## src/rtl/snif_evt_sched_pkg.sv

```systemverilog
// snif_evt_sched_pkg: shared state encoding and defaults for the doorbell event scheduler
package snif_evt_sched_pkg;
  typedef enum logic {SES_IDLE = 1'b0, SES_OFFER = 1'b1} ses_state_e;
  localparam int SNIF_NUM_CH = 4;
endpackage

```

## src/rtl/snif_evt_sched_rr_arb.sv

```systemverilog
// snif_rr_arb: combinational round-robin pick of the first request after the last grant
module snif_rr_arb #(
  parameter int N = 4
) (
  input  logic [N-1:0]         req_i,
  input  logic [$clog2(N)-1:0] last_i,
  output logic [$clog2(N)-1:0] gnt_o,
  output logic                 any_o
);
  localparam int CW = $clog2(N);
  always_comb begin
    gnt_o = '0;
    any_o = |req_i;
    // Walk from farthest to nearest so the nearest request after last_i wins
    for (int i = N; i > 0; i--)
      if (req_i[last_i + CW'(i)]) gnt_o = last_i + CW'(i);
  end
endmodule

```

## src/rtl/snif_evt_sched.sv

```systemverilog
// snif_evt_sched: captures doorbell-window writes as per-channel events and offers them round-robin
module snif_evt_sched
  import snif_evt_sched_pkg::*;
#(
  parameter int ADR_WIDTH = 6,
  parameter int DAT_WIDTH = 8,
  parameter int NUM_CH    = SNIF_NUM_CH
) (
  input  logic                      clk_i,
  input  logic                      rst_ni,
  input  logic [ADR_WIDTH-1:0]      adr_i,
  input  logic [DAT_WIDTH-1:0]      dat_i,
  input  logic                      we_i,
  input  logic                      arm_i,
  output logic                      evt_valid_o,
  input  logic                      evt_ready_i,
  output logic [$clog2(NUM_CH)-1:0] evt_ch_o,
  output logic [DAT_WIDTH-1:0]      evt_dat_o,
  output logic [NUM_CH-1:0]         pending_o,
  output logic [NUM_CH-1:0]         ovf_o,
  input  logic                      ovf_clr_i
);
  localparam int CW = $clog2(NUM_CH);
  ses_state_e state_q, state_d;
  logic [NUM_CH-1:0] pend_q, pend_d, ovf_q, ovf_d, hit_v, clr_v;
  logic [NUM_CH-1:0][DAT_WIDTH-1:0] data_q, data_d;
  logic [CW-1:0] rr_q, rr_d, ch_q, ch_d, gnt;
  logic [DAT_WIDTH-1:0] dat_q, dat_d;
  logic hit, hs, any;
  // Window is the top NUM_CH addresses: every bit above the channel field is set
  assign hit   = we_i & arm_i & ((adr_i | ADR_WIDTH'(NUM_CH - 1)) == '1);
  assign hs    = (state_q == SES_OFFER) & evt_ready_i;
  assign hit_v = hit ? NUM_CH'(1) << adr_i[CW-1:0] : '0;
  assign clr_v = hs ? NUM_CH'(1) << ch_q : '0;
  snif_rr_arb #(.N(NUM_CH)) u_arb (
    .req_i  (pend_q),
    .last_i (rr_q),
    .gnt_o  (gnt),
    .any_o  (any)
  );
  always_comb begin
    pend_d = hit_v | (pend_q & ~clr_v);
    ovf_d  = (hit_v & pend_q & ~clr_v) | (ovf_q & {NUM_CH{~ovf_clr_i}});
    for (int c = 0; c < NUM_CH; c++)
      data_d[c] = (hit_v[c] & ~(pend_q[c] & ~clr_v[c])) ? dat_i : data_q[c];
    state_d = state_q;
    ch_d    = ch_q;
    dat_d   = dat_q;
    rr_d    = rr_q;
    if (state_q == SES_IDLE) begin
      if (any) begin
        state_d = SES_OFFER;
        ch_d    = gnt;
        dat_d   = data_q[gnt];
      end
    end else if (evt_ready_i) begin
      state_d = SES_IDLE;
      rr_d    = ch_q;
    end
  end
  always_ff @(posedge clk_i) begin
    if (!rst_ni) begin
      state_q <= SES_IDLE;
      pend_q  <= '0;
      ovf_q   <= '0;
      data_q  <= '0;
      ch_q    <= '0;
      dat_q   <= '0;
      rr_q    <= CW'(NUM_CH - 1);
    end else begin
      state_q <= state_d;
      pend_q  <= pend_d;
      ovf_q   <= ovf_d;
      data_q  <= data_d;
      ch_q    <= ch_d;
      dat_q   <= dat_d;
      rr_q    <= rr_d;
    end
  end
  assign evt_valid_o = (state_q == SES_OFFER);
  assign evt_ch_o    = ch_q;
  assign evt_dat_o   = dat_q;
  assign pending_o   = pend_q;
  assign ovf_o       = ovf_q;
endmodule

```

## config.mk

```make
export PLATFORM = sky130hd
export DESIGN_NAME = snif_evt_sched
export DESIGN_NICKNAME = d
export VERILOG_FILES = /design/src/rtl/snif_evt_sched_pkg.sv /design/src/rtl/snif_evt_sched_rr_arb.sv /design/src/rtl/snif_evt_sched.sv
export SDC_FILE = /design/constraint.sdc
export NUM_CORES = 1
export LEC_CHECK = 0
export CELL_PAD_IN_SITES_DETAIL_PLACEMENT = 1
export CELL_PAD_IN_SITES_GLOBAL_PLACEMENT = 2
export CORE_UTILIZATION = 36
export CTS_CLUSTER_DIAMETER = 120
export DETAILED_ROUTE_END_ITERATION = 7
export GPL_ROUTABILITY_DRIVEN = 0
export PLACE_DENSITY_LB_ADDON = 0.05
export REMOVE_ABC_BUFFERS = 1
export SYNTH_ARGS = -nofsm -noshare
export SYNTH_HDL_FRONTEND = slang
export SYNTH_SLANG_ARGS = --single-unit
```

## constraint.sdc

```tcl
create_clock -name clk_i -period 2.59 [get_ports clk_i]
set_input_delay 0.518 -clock clk_i [delete_from_list [all_inputs] [get_ports clk_i]]
set_output_delay 0.518 -clock clk_i [all_outputs]
set_load 0.02 [all_outputs]
```

; ---- Word-level counts from Yosys, hierarchy flattened
; Cells that the tools add are included.
[classes]
mux = 19
add_sub_neg = 3
n_shift = 2
multipliers = 0
reduce_logical = 3
div_mod_pow = 0
bitwise_logic = 28
n_lt_le_gt_ge = 5
eq_ne = 1
[ops]
columns = cell, n
row1 = $and A4 B4 Y4, 4
row2 = $bmux W8 S2, 1
row3 = $lt A2 B3 Y1 const B, 5
row4 = $and A1 B1 Y1, 11
row5 = $not A1 Y1, 10
row6 = $bmux W1 S2, 4
row7 = $mux W2, 4
row8 = $mux W4, 2
row9 = $mux W8, 1
row10 = $or A4 B4 Y4, 2
row11 = $shl A1 B2 Y4 const A, 2
row12 = $mux W1, 7
row13 = $add A2 B2 Y2 const B, 2
row14 = $eq A4 B4 Y1 const B, 1
row15 = $not A4 Y4, 1
row16 = $reduce_and A2 Y1, 2
row17 = $reduce_or A4 Y1, 1
row18 = $add A2 B1 Y2 const B, 1
[totals]
wordCells = 71
mem_bits_rw = 0
latchBits = 0
memories = 0
out_inout_bits = 19
mem_bits_ro = 0
ff_bits = 53

; ---- Longest topological paths before layout
[depth]
word_depth = 8
depth_mapped = 7
mapped_depth_nobuf = 5

; ---- Hierarchy
; From an unflattened synthesis, not the netlist that was laid out.
[hier_totals]
cells_unflattened = 235
area_unflattened_um2 = 2388.5
[modules_own_cells]
columns = module, seq_area_each_um2, cells_per_inst, instances, area_per_inst_um2
row1 = snif_evt_sched, 1061.0, 221, 1, 2297.2
row2 = snif_rr_arb, 0.0, 14, 1, 91.3

; ---- Least setup slack after synthesis
; OpenSTA, ideal clock, no wires.
[synth_timing]
path_kind = register -> register
from = register pend_q[1], in the netlist pending_o[1]
to = register dat_q[0], in the netlist evt_dat_o[0]
slack_ns = 0.769
path_stages_with_launch = 8
t_required_ns = 2.512
path_buffers = 2
setup_time_ns = 0.078
t_arrival_ns = 1.743
cell_sequence = dfxtp_1 > or3b_1 > o221a_2 > buf_6 > buf_12 > mux2i_1 > mux2_2 > o22ai_1
[synth_via]
elab_chain_len = 8
elab_cells_between_ends = 16
cone_classes = mux (14) / reduce/logical (2)
[synth_lines]
columns = element, line
row1 = from (decl), snif_evt_sched.sv:25  ; logic [NUM_CH-1:0] pend_q, pend_d, ovf_q, ovf_d, hit_v, clr_v;
row2 = from (signal assigned), snif_evt_sched.sv:72  ; pend_q <= pend_d;
row3 = $bmux W1 S2, snif_evt_sched_rr_arb.sv:16  ; if (req_i[last_i + CW'(i)]) gnt_o = last_i + CW'(i);
row4 = $mux W1 (not written as such), snif_evt_sched_rr_arb.sv:16
row5 = $mux W2 (4 in a row), snif_evt_sched_rr_arb.sv:16
row6 = $bmux W8 S2, snif_evt_sched.sv:54  ; dat_d = data_q[gnt];
row7 = $mux W8 (not written as such), snif_evt_sched.sv:54
row8 = to (signal assigned), snif_evt_sched.sv:76  ; dat_q <= dat_d;
row9 = to (decl), snif_evt_sched.sv:28  ; logic [DAT_WIDTH-1:0] dat_q, dat_d;
; Parallel ways exist; a longest one is shown, timed or not. The select of a mux whose other input is x is not followed.
; A chain may end at the register's enable or synchronous reset.

; ---- Worst setup path in the final report
[layout_timing]
from = input evt_ready_i
to = register data_q[15] (netlist bit)
[layout_via]
elab_chain_len = 6
[layout_lines]
columns = element, line
row1 = from (decl), snif_evt_sched.sv:16  ; input logic evt_ready_i,
row2 = $and A1 B1 Y1, snif_evt_sched.sv:32  ; assign hs = (state_q == SES_OFFER) & evt_ready_i;
row3 = $mux W4, snif_evt_sched.sv:34  ; assign clr_v = hs ? NUM_CH'(1) << ch_q : '0;
row4 = $not A1 Y1, snif_evt_sched.sv:45  ; data_d[c] = (hit_v[c] & ~(pend_q[c] & ~clr_v[c])) ? dat_i : data_q[c];
row5 = $and A1 B1 Y1, snif_evt_sched.sv:45
row6 = $not A1 Y1, snif_evt_sched.sv:45
row7 = $and A1 B1 Y1, snif_evt_sched.sv:45
row8 = to (signal assigned), snif_evt_sched.sv:74  ; data_q <= data_d;
row9 = to (decl), snif_evt_sched.sv:26  ; logic [NUM_CH-1:0][DAT_WIDTH-1:0] data_q, data_d;
; Every way passes these cells.

==> results list <==
- In this design, the largest share of critical-path delay is due to buffers and inverters.
* Transition at the pin with the smallest max-transition slack: 0.733 ns
* Worst reg-to-reg setup slack: 0.67 ns
- dfxtp_1 takes more of the synthesized area than any other cell.
- The path with the worst hold slack has its endpoint at evt_dat_o[7].
- The worst hold path begins at evt_dat_o[7].
* Area delta synth->final: 24.7%
- Cell-by-cell listing of the critical path: clkdlybuf4s50_1 > nand2_1 > o31ai_1 > nand4b_1 > buf_4 > mux2i_1 > nor2b_1
- dfxtp_1 is the most common cell in the netlist.
- Number of buffers created by CTS: 5
- Latest clock arrival within the worst-skew pair: 0.30 ns
* Count of flip-flops with a built-in enable after synthesis: 0
* Fillers: 730
* Async set or reset register ratio after synthesis: 0
- The initial antenna violation count is 0.
- Setup violations remaining at the end of the flow were counted as 0.
* Number of hold-slack violations in the final timing report: 0
* Area fraction of the dominant cell type after synthesis: 0.452
- After synthesis the netlist holds a flip-flop and latch count of 53.
- Of all nets on the critical path, the largest fanout is 6.
- Setup repair after global routing left no endpoint under its margin.
- Antenna diode count: 0
- Port buffering added 38 buffers.
* Clock tree skew after final layout: 0.0102 ns
* Setup fix buffers added after clock tree synthesis: 0
* Dominant register cell in the synthesized netlist: dfxtp_1
* Count of cells along the worst register-to-register path: 5
- After synthesis, the netlist uses 33 different library cells.
- Average wire per standard cell: 15.6 um
- Worst setup SP type: input port
* Detailed Routing Iterations Pass 1: 4
- The detailed router finished its first iteration with 69 violations.
* Maximum resistive drop on vdd: 0.226 mV
- Synthesized instance count: 229
- The worst hold path passes through 2 cells.
- Ranking of synthesized cells by instance count: dfxtp_1, mux2i_1, nor2b_1, nand2_1, o22ai_1
- Fin crit share: 0.766
* Routed via count divided by cell count: 5.02
* Normalized max-slew margin: 0.510
- Clock tree from TritonCTS: yes
* Clock tree sinks: 53
- Across the run, the number of max-cap violations was 0.
- Number of nets at the end of the flow: 295
* Global route total overflow: 0
- For the final routed database, the setup TNS stands at 0 ns.
* Number of placed I/O pins: 39
- Cell at the slowest stage of the critical path: clkdlybuf4s50_1
- The die is 82.8 um tall.
- In this run the static leakage power is 0.00116 uW.
- Post-Syn Area per Cell: 10.3 sq um
* Shortest clock period the worst path allows after layout: 1.98 ns
- Detailed placement HPWL: 3850 um
- STA classifies the critical path endpoint as a flip-flop.
- Arrival time worst endpoint: 2.17 ns
- Via count of the first global-routing pass: 1708
- Clock transition time at the flip-flop clock pins of the worst setup and hold paths: 0.08 ns
- Power spread over the standard cell area amounts to 460 nW/um^2.
- Startpoint-to-endpoint class of the critical path: in -> reg
* Worst min path class: reg -> reg
* FF-to-FF Start: pending_o[1]
- In this run the remaining antenna-violating nets after routing total 0.
* Total routing resource utilization after global routing: 0.169
- Pin count of the biggest net entering global routing: 43
- Number of design rule violations left after detail routing: 0
* Full die area: 6850 sq um
- Sorting the synthesized cells by area gives the leading types as dfxtp_1, mux2i_1, nor2b_1.
* Hold buffer count at CTS: 0
- The H-tree was split into 2 levels.
* Number of buffers between clock root and the deepest sink: 2
- Chip Width: 82.8 um
- In the final layout, the share of cells above drive strength 1 is 0.109.
- The first global-routing pass estimated 8490 um of wire.
- Final hold analysis gives a worst-case slack of 0.473 ns.
- Fraction of the yosys area taken by sequential cells: 0.452
- Destination of the worst register-to-register timing path: evt_dat_o[6]
- Data on the critical path is required at its endpoint by 2.78 ns.
- Post-CTS Resized: 0
- Effective utilization at floorplan: 0.372
- Max-slew violation count: 0
* Maximum clock frequency: 0.504 GHz
- In this run the core area contains 29 standard-cell rows.
- During synthesis, Yosys emitted a total of 0 warnings.
* Wire length after detailed routing: 5500 um
- The detailed router placed 1771 vias in this run.
- Clock tree synthesis selected as its root buffer the cell clkbuf_8.
* Delay of the slowest cell on the worst path: 0.47 ns
* Cell area after synthesis: 2350 sq um
- The core region is 6310 sq um.
* Number of buffers and inverters on the critical path: 2
- Outcome: finished clean
report_power, final:
group          internal (uW)  switching [uW]
Clock                    188             262
Sequential               816            2.31
Combinational           44.9            35.3
Total                   1050             300
how the worst max path moves through the flow:
stage	startpoint	end	slack [ns]	cells past startpoint
floorplan	evt_valid_o	data_q[10]	0.74	5
global placement	evt_ready_i	data_q[15]	0.31	7
detailed placement	adr_i[4]	data_q[29]	0.26	6
CTS	adr_i[4]	data_q[29]	0.59	6
global route	adr_i[4]	data_q[29]	0.44	6
finish	evt_ready_i	data_q[15]	0.61	7
cell families (layout without fill, tap and decap cells):
kind of cell           after synthesis  in the layout  share of synthesized area
and+or+nand+nor                     71             71                      0.176
buffers and inverters               17             64                     0.0389
AOI/OAI and AO/OA                   32             32                     0.0911
muxes                               56             56                      0.243
DFF                                 53             53                      0.452
worst reg2reg max path, stage by stage, from the launching register on:
cell,delay [ns]
dfxtp_1,0.46
nor2b_1,0.16
a21oi_1,0.05
o211ai_2,0.60
mux2_2,0.41
o22ai_1,0.17
metal layers:
metal	vias up	track usage	wire length, um
met2	29	0.269	2380
met4	0	0.0466	60
met5	-	0	0
met1	842	0.229	2860
met3	6	0.0372	204
li1	894	-	-
flip-flops by register name, summed over array words and instances (netlist names):
| register | count |
|---|---|
| pending_o | 4 |
| ovf_o | 4 |
| rr_q | 2 |
| evt_dat_o | 8 |
| evt_ch_o | 2 |
| data_q | 32 |
| evt_valid_o | 1 |
cell type report:
cell class                      count  area [sq um]  area share
Clock buffer                        6          72.6      0.0248
Clock inverter                      2          10.0     0.00342
Inverter                            6          22.5     0.00769
Multi-Input combinational cell    159          1200       0.409
Sequential cell                    53          1060       0.362
Tap cell                           77          96.3      0.0329
Timing Repair Buffer               50           470       0.161
placed cells by master (no fill, tap or decap), types with 2 or more instances in the layout:
cell / Yosys / layout
buf_4: 0 / 12
o21ai_1: 2 / 2
inv_1: 6 / 6
nor4_1: 2 / 2
and2_1: 3 / 3
nor2_1: 3 / 3
clkinv_2: 0 / 2
a21boi_0: 4 / 4
nor2b_1: 36 / 36
mux2_2: 8 / 8
o21ai_0: 5 / 5
a21oi_1: 3 / 3
nand3_1: 3 / 3
dfxtp_1: 53 / 53
nand4b_1: 2 / 2
mux2i_1: 48 / 48
nand2_1: 15 / 15
clkbuf_8: 0 / 5
o22ai_1: 11 / 11
nand3b_1: 2 / 2
clkdlybuf4s50_1: 0 / 38
per-stage QoR:
stage                     cell area, sq um  power [uW]  setup slack [ns]  instances  utilization
after global routing                  2930        1410             0.442        353        0.464
after detailed placement              2850         918             0.260        345        0.451
after floorplan                       2280         859             0.741        218            -
final                                 2930        1350             0.607        353        0.464
after global placement                2850         919             0.305        345        0.451
after CTS                             2930        1380             0.594        353        0.464
No activity file was read; power rests on OpenSTA's default activity.
